### config.mk
export PLATFORM = sky130hd
export DESIGN_NAME = rtc_stopwatch_core
export DESIGN_NICKNAME = d
export VERILOG_FILES = /design/src/rtl/rtc_stopwatch_core.sv
export SDC_FILE = /design/constraint.sdc
export NUM_CORES = 1
export LEC_CHECK = 0
export BUFFER_PORTS_ARGS = -buffer_cell sky130_fd_sc_hd__buf_2
export CELL_PAD_IN_SITES_DETAIL_PLACEMENT = 0
export CELL_PAD_IN_SITES_GLOBAL_PLACEMENT = 2
export CORE_MARGIN = 4
export CORE_UTILIZATION = 37
export DETAILED_ROUTE_END_ITERATION = 8
export HOLD_SLACK_MARGIN = 0.02
export PLACE_DENSITY = 0.8
export SYNTH_ARGS = -nofsm -noshare
export SYNTH_HDL_FRONTEND = slang
export SYNTH_SLANG_ARGS = --single-unit
### constraint.sdc
create_clock -name sys_clk -period 2.11 [get_ports sys_clk]
set_input_delay 0.211 -clock sys_clk [delete_from_list [all_inputs] [get_ports sys_clk]]
set_output_delay 0.211 -clock sys_clk [all_outputs]
set_load 0.005 [all_outputs]
### src/rtl/rtc_stopwatch_core.sv
// Single-button stopwatch: conditioned trigger drives an IDLE/RUN/HOLD controller,
// a 6-digit BCD hundredths counter and a multiplexed seven-segment display.
module rtc_stopwatch_core #(
  parameter int TICK_DIV        = 1_000_000,
  parameter int DEBOUNCE_CYCLES = 1_000_000,
  parameter int REFRESH_DIV     = 100_000
) (
  input  logic       sys_clk,
  input  logic       reset_n,
  input  logic       trigger_in,
  output logic [7:0] segments,
  output logic [7:0] digits
);

  localparam int TICK_W = $clog2(TICK_DIV + 1);
  localparam int DEB_W  = $clog2(DEBOUNCE_CYCLES + 1);
  localparam int REF_W  = $clog2(REFRESH_DIV + 1);
  localparam logic [TICK_W-1:0] TICK_LAST = TICK_W'(TICK_DIV - 1);
  localparam logic [DEB_W-1:0]  DEB_LAST  = DEB_W'(DEBOUNCE_CYCLES - 1);
  localparam logic [REF_W-1:0]  REF_LAST  = REF_W'(REFRESH_DIV - 1);

  typedef enum logic [1:0] {IDLE, RUN, HOLD} state_t;

  logic              trig_p0, trig_p1;
  logic              deb_level, deb_prev, press;
  logic [DEB_W-1:0]  deb_cnt;
  state_t            state, state_next;
  logic              count_init, count_enb, latch_count;
  logic [TICK_W-1:0] tick_cnt;
  logic              base_tick;
  logic [23:0]       count, latched, shown;
  logic [REF_W-1:0]  refresh_cnt;
  logic [2:0]        scan_idx;
  logic [3:0]        nibble;

  function automatic logic [23:0] bcd_inc(input logic [23:0] v);
    logic [23:0] r;
    logic        carry;
    r     = v;
    carry = 1'b1;
    for (int i = 0; i < 6; i++) begin
      if (carry) begin
        if (r[4*i +: 4] == 4'd9) begin
          r[4*i +: 4] = 4'd0;
        end else begin
          r[4*i +: 4] = r[4*i +: 4] + 4'd1;
          carry       = 1'b0;
        end
      end
    end
    return r;
  endfunction

  // Active-low {g,f,e,d,c,b,a}; non-decimal nibbles blank the digit.
  function automatic logic [6:0] seg_decode(input logic [3:0] d);
    case (d)
      4'd0:    return 7'h40;
      4'd1:    return 7'h79;
      4'd2:    return 7'h24;
      4'd3:    return 7'h30;
      4'd4:    return 7'h19;
      4'd5:    return 7'h12;
      4'd6:    return 7'h02;
      4'd7:    return 7'h78;
      4'd8:    return 7'h00;
      4'd9:    return 7'h10;
      default: return 7'h7F;
    endcase
  endfunction

  // Stage: 2-FF synchronizer
  always_ff @(posedge sys_clk or negedge reset_n) begin
    if (!reset_n) begin
      trig_p0 <= 1'b0;
      trig_p1 <= 1'b0;
    end else begin
      trig_p0 <= trigger_in;
      trig_p1 <= trig_p0;
    end
  end

  // Stage: debouncer, level flips after DEBOUNCE_CYCLES consecutive differing samples
  always_ff @(posedge sys_clk or negedge reset_n) begin
    if (!reset_n) begin
      deb_level <= 1'b0;
      deb_prev  <= 1'b0;
      deb_cnt   <= '0;
    end else begin
      deb_prev <= deb_level;
      if (trig_p1 == deb_level) begin
        deb_cnt <= '0;
      end else if (deb_cnt == DEB_LAST) begin
        deb_level <= trig_p1;
        deb_cnt   <= '0;
      end else begin
        deb_cnt <= deb_cnt + 1'b1;
      end
    end
  end

  assign press = deb_level & ~deb_prev;

  // Stage: control FSM
  always_ff @(posedge sys_clk or negedge reset_n) begin
    if (!reset_n) state <= IDLE;
    else          state <= state_next;
  end

  always_comb begin
    state_next  = state;
    count_init  = 1'b0;
    count_enb   = 1'b0;
    latch_count = 1'b0;
    case (state)
      IDLE, HOLD: begin
        if (press) begin
          count_init = 1'b1;
          state_next = RUN;
        end
      end
      RUN: begin
        // A press masks count_enb so a coincident tick is never applied.
        if (press) begin
          latch_count = 1'b1;
          state_next  = HOLD;
        end else begin
          count_enb = 1'b1;
        end
      end
      default: state_next = IDLE;
    endcase
  end

  // Stage: base-tick timer and BCD counter
  always_ff @(posedge sys_clk or negedge reset_n) begin
    if (!reset_n) begin
      tick_cnt <= '0;
      count    <= '0;
      latched  <= '0;
    end else begin
      if (count_init)     tick_cnt <= '0;
      else if (count_enb) tick_cnt <= (tick_cnt == TICK_LAST) ? '0 : tick_cnt + 1'b1;
      if (count_init)                  count <= '0;
      else if (base_tick && count_enb) count <= bcd_inc(count);
      if (latch_count) latched <= count;
    end
  end

  assign base_tick = count_enb && (tick_cnt == TICK_LAST);

  always_comb begin
    shown = '0;
    if (state == RUN)       shown = count;
    else if (state == HOLD) shown = latched;
    nibble = shown[{scan_idx, 2'b00} +: 4];
  end

  // Stage: scan adapter with registered outputs
  always_ff @(posedge sys_clk or negedge reset_n) begin
    if (!reset_n) begin
      refresh_cnt <= '0;
      scan_idx    <= 3'd0;
      segments    <= 8'hFF;
      digits      <= 8'hFF;
    end else begin
      if (refresh_cnt == REF_LAST) begin
        refresh_cnt <= '0;
        scan_idx    <= (scan_idx == 3'd5) ? 3'd0 : scan_idx + 3'd1;
      end else begin
        refresh_cnt <= refresh_cnt + 1'b1;
      end
      digits   <= ~(8'd1 << scan_idx);
      segments <= {scan_idx != 3'd2, seg_decode(nibble)};
    end
  end

endmodule

* Word-level counts from Yosys, hierarchy flattened
Memories as Yosys holds them, arrays and structs flattened. A register that Yosys moved wholly into a read port is not among the register bits.
Cells that the tools add are included.
** Word-level totals
- ROM bits :: 112
- Input bits :: 3
- Bits in latches :: 0
- Memories kept :: 1
- Word-level logic and storage cells :: 119
- Bits in registers :: 130
- Output and inout bits :: 16
- RAM bits :: 0
** Cells by class
- Bitwise gates (word level) :: 4
- Shift operators :: 2
- $add $sub $neg :: 10
- Magnitude comparators :: 0
- Reductions and logical operators :: 19
- Muxes and demuxes :: 49
- Multiply operators :: 0
- Equality and inequality tests :: 16
- Divide/modulo/power cells :: 0
** Memories
- (no name shown) :: words 16, width 7, read ports 1, clocked after Yosys merged registers in 1, write ports 0, RTL line 56 : case (d)
** Operators with widths (number)
- $mux 20 :: 5
- $mux 24 :: 4
- $mux 4 :: 11
- $add 20x1->20 const B :: 2
- $eq 20x20->1 const B :: 2
- $add 4x1->4 const B :: 6
- $eq 4x4->1 const B :: 6
- $mux 1 :: 24
- $shiftx 24x6->4 :: 1
- $add 17x1->17 const B :: 1
- $eq 17x17->1 const B :: 1
- $mux 17 :: 1
- $reduce_and 2->1 :: 7
- $reduce_bool 2->1 :: 7
- $not 8->8 :: 1
- $shl 1x3->8 const A :: 1
- $mux 2 :: 2
- $ne 2x2->1 const B :: 2
- $pmux 2 s2 :: 1
- $add 3x1->3 const B :: 1
- $eq 3x3->1 const B :: 1
- $mux 3 :: 1
- $ne 3x2->1 const B :: 1
- $eq 2x1->1 const B :: 1
- 8 further kinds :: 10

* Logic depth before layout (Yosys ltp)
- Word-level depth :: 23
- Gate-level depth with buffers :: 10
- Depth with buffers taken out :: 8

* Least setup slack after synthesis
Ideal clock, no wire load.
- Path type :: flip-flop to flip-flop
- Start point :: reg refresh_cnt[12]
- End point :: reg scan_idx[1]
- Clock period less this slack :: 2.223 ns
- Library setup time :: 0.125 ns
- Cell stages (with the launch flop) :: 7
- Arrival :: 2.098 ns
- Data required time :: 1.985 ns
- Setup slack :: -0.113 ns
- Path buffers :: 0
- Path through :: dfrtp_1 -> or4b_1 -> or4b_1 -> nor4_2 -> and3_2 -> nand2_2 -> mux2_4
** On the way
- Cells in the longest elaborated chain, start to end :: 1
** Ends and longest elaborated chain
- start, declared :: RTL line 32 : logic [REF_W-1:0] refresh_cnt;
- start signal, assigned :: RTL line 170 : refresh_cnt <= refresh_cnt + 1'b1;
- $eq 17x17->1 :: RTL line 166 : if (refresh_cnt == REF_LAST) begin
- end signal, assigned :: RTL line 168 : scan_idx <= (scan_idx == 3'd5) ? 3'd0 : scan_idx + 3'd1;
- end, declared :: RTL line 33 : logic [2:0] scan_idx;
Every way passes these cells.
A chain may end at the register's enable or synchronous reset.

* Worst setup path in the final report
Same ends and word-level chain as after synthesis.

==> results by group <==
Routing
  – Detail Route Antenna Nets: 0
  – DRC Markers: 0
  – Avg WL per Cell: 14.76 um
  – Final wirelength: 14,260 um
  – DRT Pass-1 Iters: 4
  – Via count: 4,945
  – Vias/cell: 5.119
  – Starting DRC count in detailed routing: 260

Synthesis
  – Post-Syn Area: roughly 6400 um2
  – Share of flip-flops with an asynchronous set or reset: 100.0%
  – Gate Count Post-Synth: 629
  – Synth Flop Type: dfrtp_1
  – Post-synthesis sequential area ratio: 50.43%
  – Yosys reg bits: 129
  – Synth top area share: 44.31%
  – Area leader, netlist: dfrtp_1
  – Synth cell types: 64
  – Synthesized net count: 652
  – Syn. warnings: 0
  – Largest cells by area after synthesis: dfrtp_1 44%, dfstp_2 6.1%, mux2_2 5.2%
  – Synth Area per Inst: 10.24 um2
  – Post-synth EDFFs: 0

Clock tree
  – TritonCTS Sinks: ~130
  – H-tree levels: 4
  – CTS Buf Count: 17
  – Reg clk slew, reported paths: ~60 ps
  – Worst skew pair latency: about 420 ps
  – CTS root buffer: clkbuf_16
  – Longest Clk Path Bufs: 2
  – CTS tree: done

Pwr
  – Sequential Power Share: 43.3%
  – Switching Share: 20.79%
  – Combinational share of power: roughly 1.5%
  – Clk network pwr share: between 50 and 60%
  – Net Switching: ~1.2 mW
  – Int Power: about 4.6 mW
  – PD cells: 689.7 nW/um2
  – LEAKAGE: 3.761 nW
  – Power, Total: between 5 and 6 mW
  – Max IR drop VDD: 0.4990 mV

Placement
  – GP Congestion: 0.7988
  – Detailed placer's ending HPWL: 10,020 um
  – PortBufs: 18
  – Pre-CTS worst setup slack: -177.5 ps
  – Placed standard-cell area: ~7400 um2
  – Placed Cells: 926

Timing
  – Post-route minimum period: between 2000 and 2500 ps
  – Setup slack after layout: -136.1 ps
  – Final Hold Fails: 0
  – RSZ-0062 raised after global routing: yes
  – Final Cycle Share: 106.4%
  – Fmax: around 450 MHz
  – Max_slew headroom: 59.68%
  – Final Max Tran Viols: 0
  – Worst-margin pin slew: 604.8 ps
  – Setup violators final: 4
  – Skew final: 8.181 ps

Worst setup path
  – Slowest stage cell, crit path: or4b_1
  – R2r endpoint: scan_idx[1]
  – Buf/Inv on CP: 0
  – Top Family by Delay on Critical Path: simple AND/OR/NAND/NOR gates
  – CP peak stage delay: around 530 ps
  – Path type of the worst setup path: reg -> reg
  – R2r setup slk: -140 ps
  – Crit path DAT: 2540 ps
  – Cell chain of the critical path: or4b_1 -> or4b_4 -> nor4_4 -> and3_4 -> nand2_2 -> mux2_4
  – FF-to-FF Start: refresh_cnt[12]
  – Req. time, crit path: roughly 2400 ps
  – R2R depth: 6
  – Critical Path Sink Type: flip-flop
  – Crit-path max FO: 4
  – Crit path launch type: flip-flop

Status
  – Failing checks: setup timing
  – Status: finished with violations

Finish
  – Fill count: 1,529
  – Nets@finish: 756
  – Ant diodes: 0
  – Post-layout util: approximately 50%
  – Area growth, synth to finish: 29.42%
  – Design area: 8333 um2
  – Finished Layout Cells: between 900 and 1,000
  – Fraction of layout cells with a size suffix above 1: 31.64%

Min path
  – Hold WC Path Type: in -> async

Global route
  – Met3 Track Usage GR: 4.056%
  – Initial antenna violation count: 0
  – GRT Overall Usage: 15.16%
  – Met1 GRT Util: ~20%
  – Vias in the first global route: 5,050
  – Grt ovf: 0
  – Largest net degree at the start of global routing: 46
  – Met2 Usage GRT: approximately a quarter
  – First-pass GRT wire length: 24,370 um
  – Top Usage Layer GRT: met2

Die
  – Core Rows: 47
  – Core Area: 16,820 um2
  – Area of the die: 19,580 um2
  – Die H: between 100 and 150 um
  – Starting Density: 38.28%
  – Num ports: 19
  – Die boundary width: 139.9 um

Flow run
  – Max-Cap Viols: 0
cell usage after synthesis (all sizes together) (3+ instances only):
cell type	n
nand3	33
and4	4
a21o	3
ha	20
nand4	5
o211ai	3
a221o	3
nor4	6
a22oi	13
nand2b	10
and2	4
nor4b	5
or4	4
and3	7
xnor2	14
dfrtp	114
o32ai	3
nor3b	3
o21ai	39
mux2i	6
buf	8
o31a	3
clkbuf	15
nor2	66
a31oi	8
mux2	31
dfstp	15
nor2b	5
o41ai	3
nand3b	5
xor2	25
inv	20
a21oi	7
nor3	7
nand2	72
or2	5
o31ai	12
worst max-delay path by stage:
| stage | to | cells after the start | from |
|---|---|---|---|
| floorplan | scan_idx[1] | 6 | refresh_cnt[12] |
| global placement | count[20] | 7 | state[0] |
| detailed placement | count[20] | 7 | state[0] |
| CTS | scan_idx[1] | 6 | refresh_cnt[12] |
| global route | scan_idx[1] | 6 | refresh_cnt[12] |
| finish | scan_idx[1] | 6 | refresh_cnt[12] |
registers in the layout, summed over array words and instances, names as in the netlist, 2 cells and up:
register / count
count: 24
scan_idx: 3
tick_cnt: 20
segments: 7
digits: 8
deb_cnt: 20
state: 2
latched: 24
refresh_cnt: 17
worst reg2reg max path: stages, from the launching register on:
cell and delay (ps):
dfrtp_1 370, or4b_1 530, or4b_4 510, nor4_4 130, and3_4 240, nand2_2 60
mux2_4 300
power groups by stage:
stage          registers [mW]  clock network [mW]  logic [mW]
6_report                 2.49                3.17      0.0849
2_1_floorplan            2.53                   0      0.0131
3_3_place_gp             2.53                   0      0.0837
5_1_grt                  2.49                3.35       0.100
4_1_cts                  2.49                3.25      0.0900
3_5_place_dp             2.53                   0      0.0862
cell usage in the layout, fill, tap and decap left out, types with 10 or more instances in the layout:
master     count
dfstp_2       15
o31ai_1       11
nand2_1       70
xnor2_1       14
dfrtp_1      113
clkbuf_16     24
nand3_1       29
xor2_1        25
nand2b_1      10
buf_4         83
o21ai_0       24
nor2_1        63
o21ai_1       11
mux2_2        30
buf_2         17
ha_1          18
inv_1         19
repair_timing:
item,4_1_cts,5_1_grt
hold buffers,2,0
cloned,0,1
endpoints found under the setup margin,28,59
resized for setup,13,51
pin swaps,5,19
setup buffers,3,2
endpoints found under the hold margin,27,0
kinds of logic after synthesis:
logic type	count (synthesis)	share of synthesized area (%)
AO/OA/AOI/OAI	113	11.68
flip-flops	129	50.43
XOR/XNOR	39	5.305
adder cells (fa/ha/maj)	20	3.887
multiplexers	37	6.413
AND/OR/NAND/NOR	248	19.24
buffers and inverters	43	3.051
stage by stage:
step           TNS [ps]  hold slack (ps)
2_1_floorplan    -74.26           -84.59
4_1_cts          -288.0            348.4
3_3_place_gp      -1038            251.6
5_1_grt           -1515            371.8
6_report         -234.2            346.0
3_5_place_dp      -1608            259.9
layout make-up:
class                           count  area (um2)  share of cell area, %
Inverter                           20       75.07                 0.9009
Timing Repair Buffer              108       822.0                  9.865
Sequential cell                   129        3248                  38.98
Multi-Input combinational cell    457        3248                  38.98
Clock inverter                      5       42.54                 0.5105
Tap cell                          220       275.3                  3.303
Clock buffer                       27       621.8                  7.462
metal layers:
| layer | routed length (um) | vias up |
|---|---|---|
| li1 | - | 2434 |
| met1 | 6761 | 2433 |
| met2 | 6901 | 67 |
| met3 | 443 | 11 |
| met4 | 152 | 0 |
| met5 | 0 | - |
(Power assumes the default switching activity.)
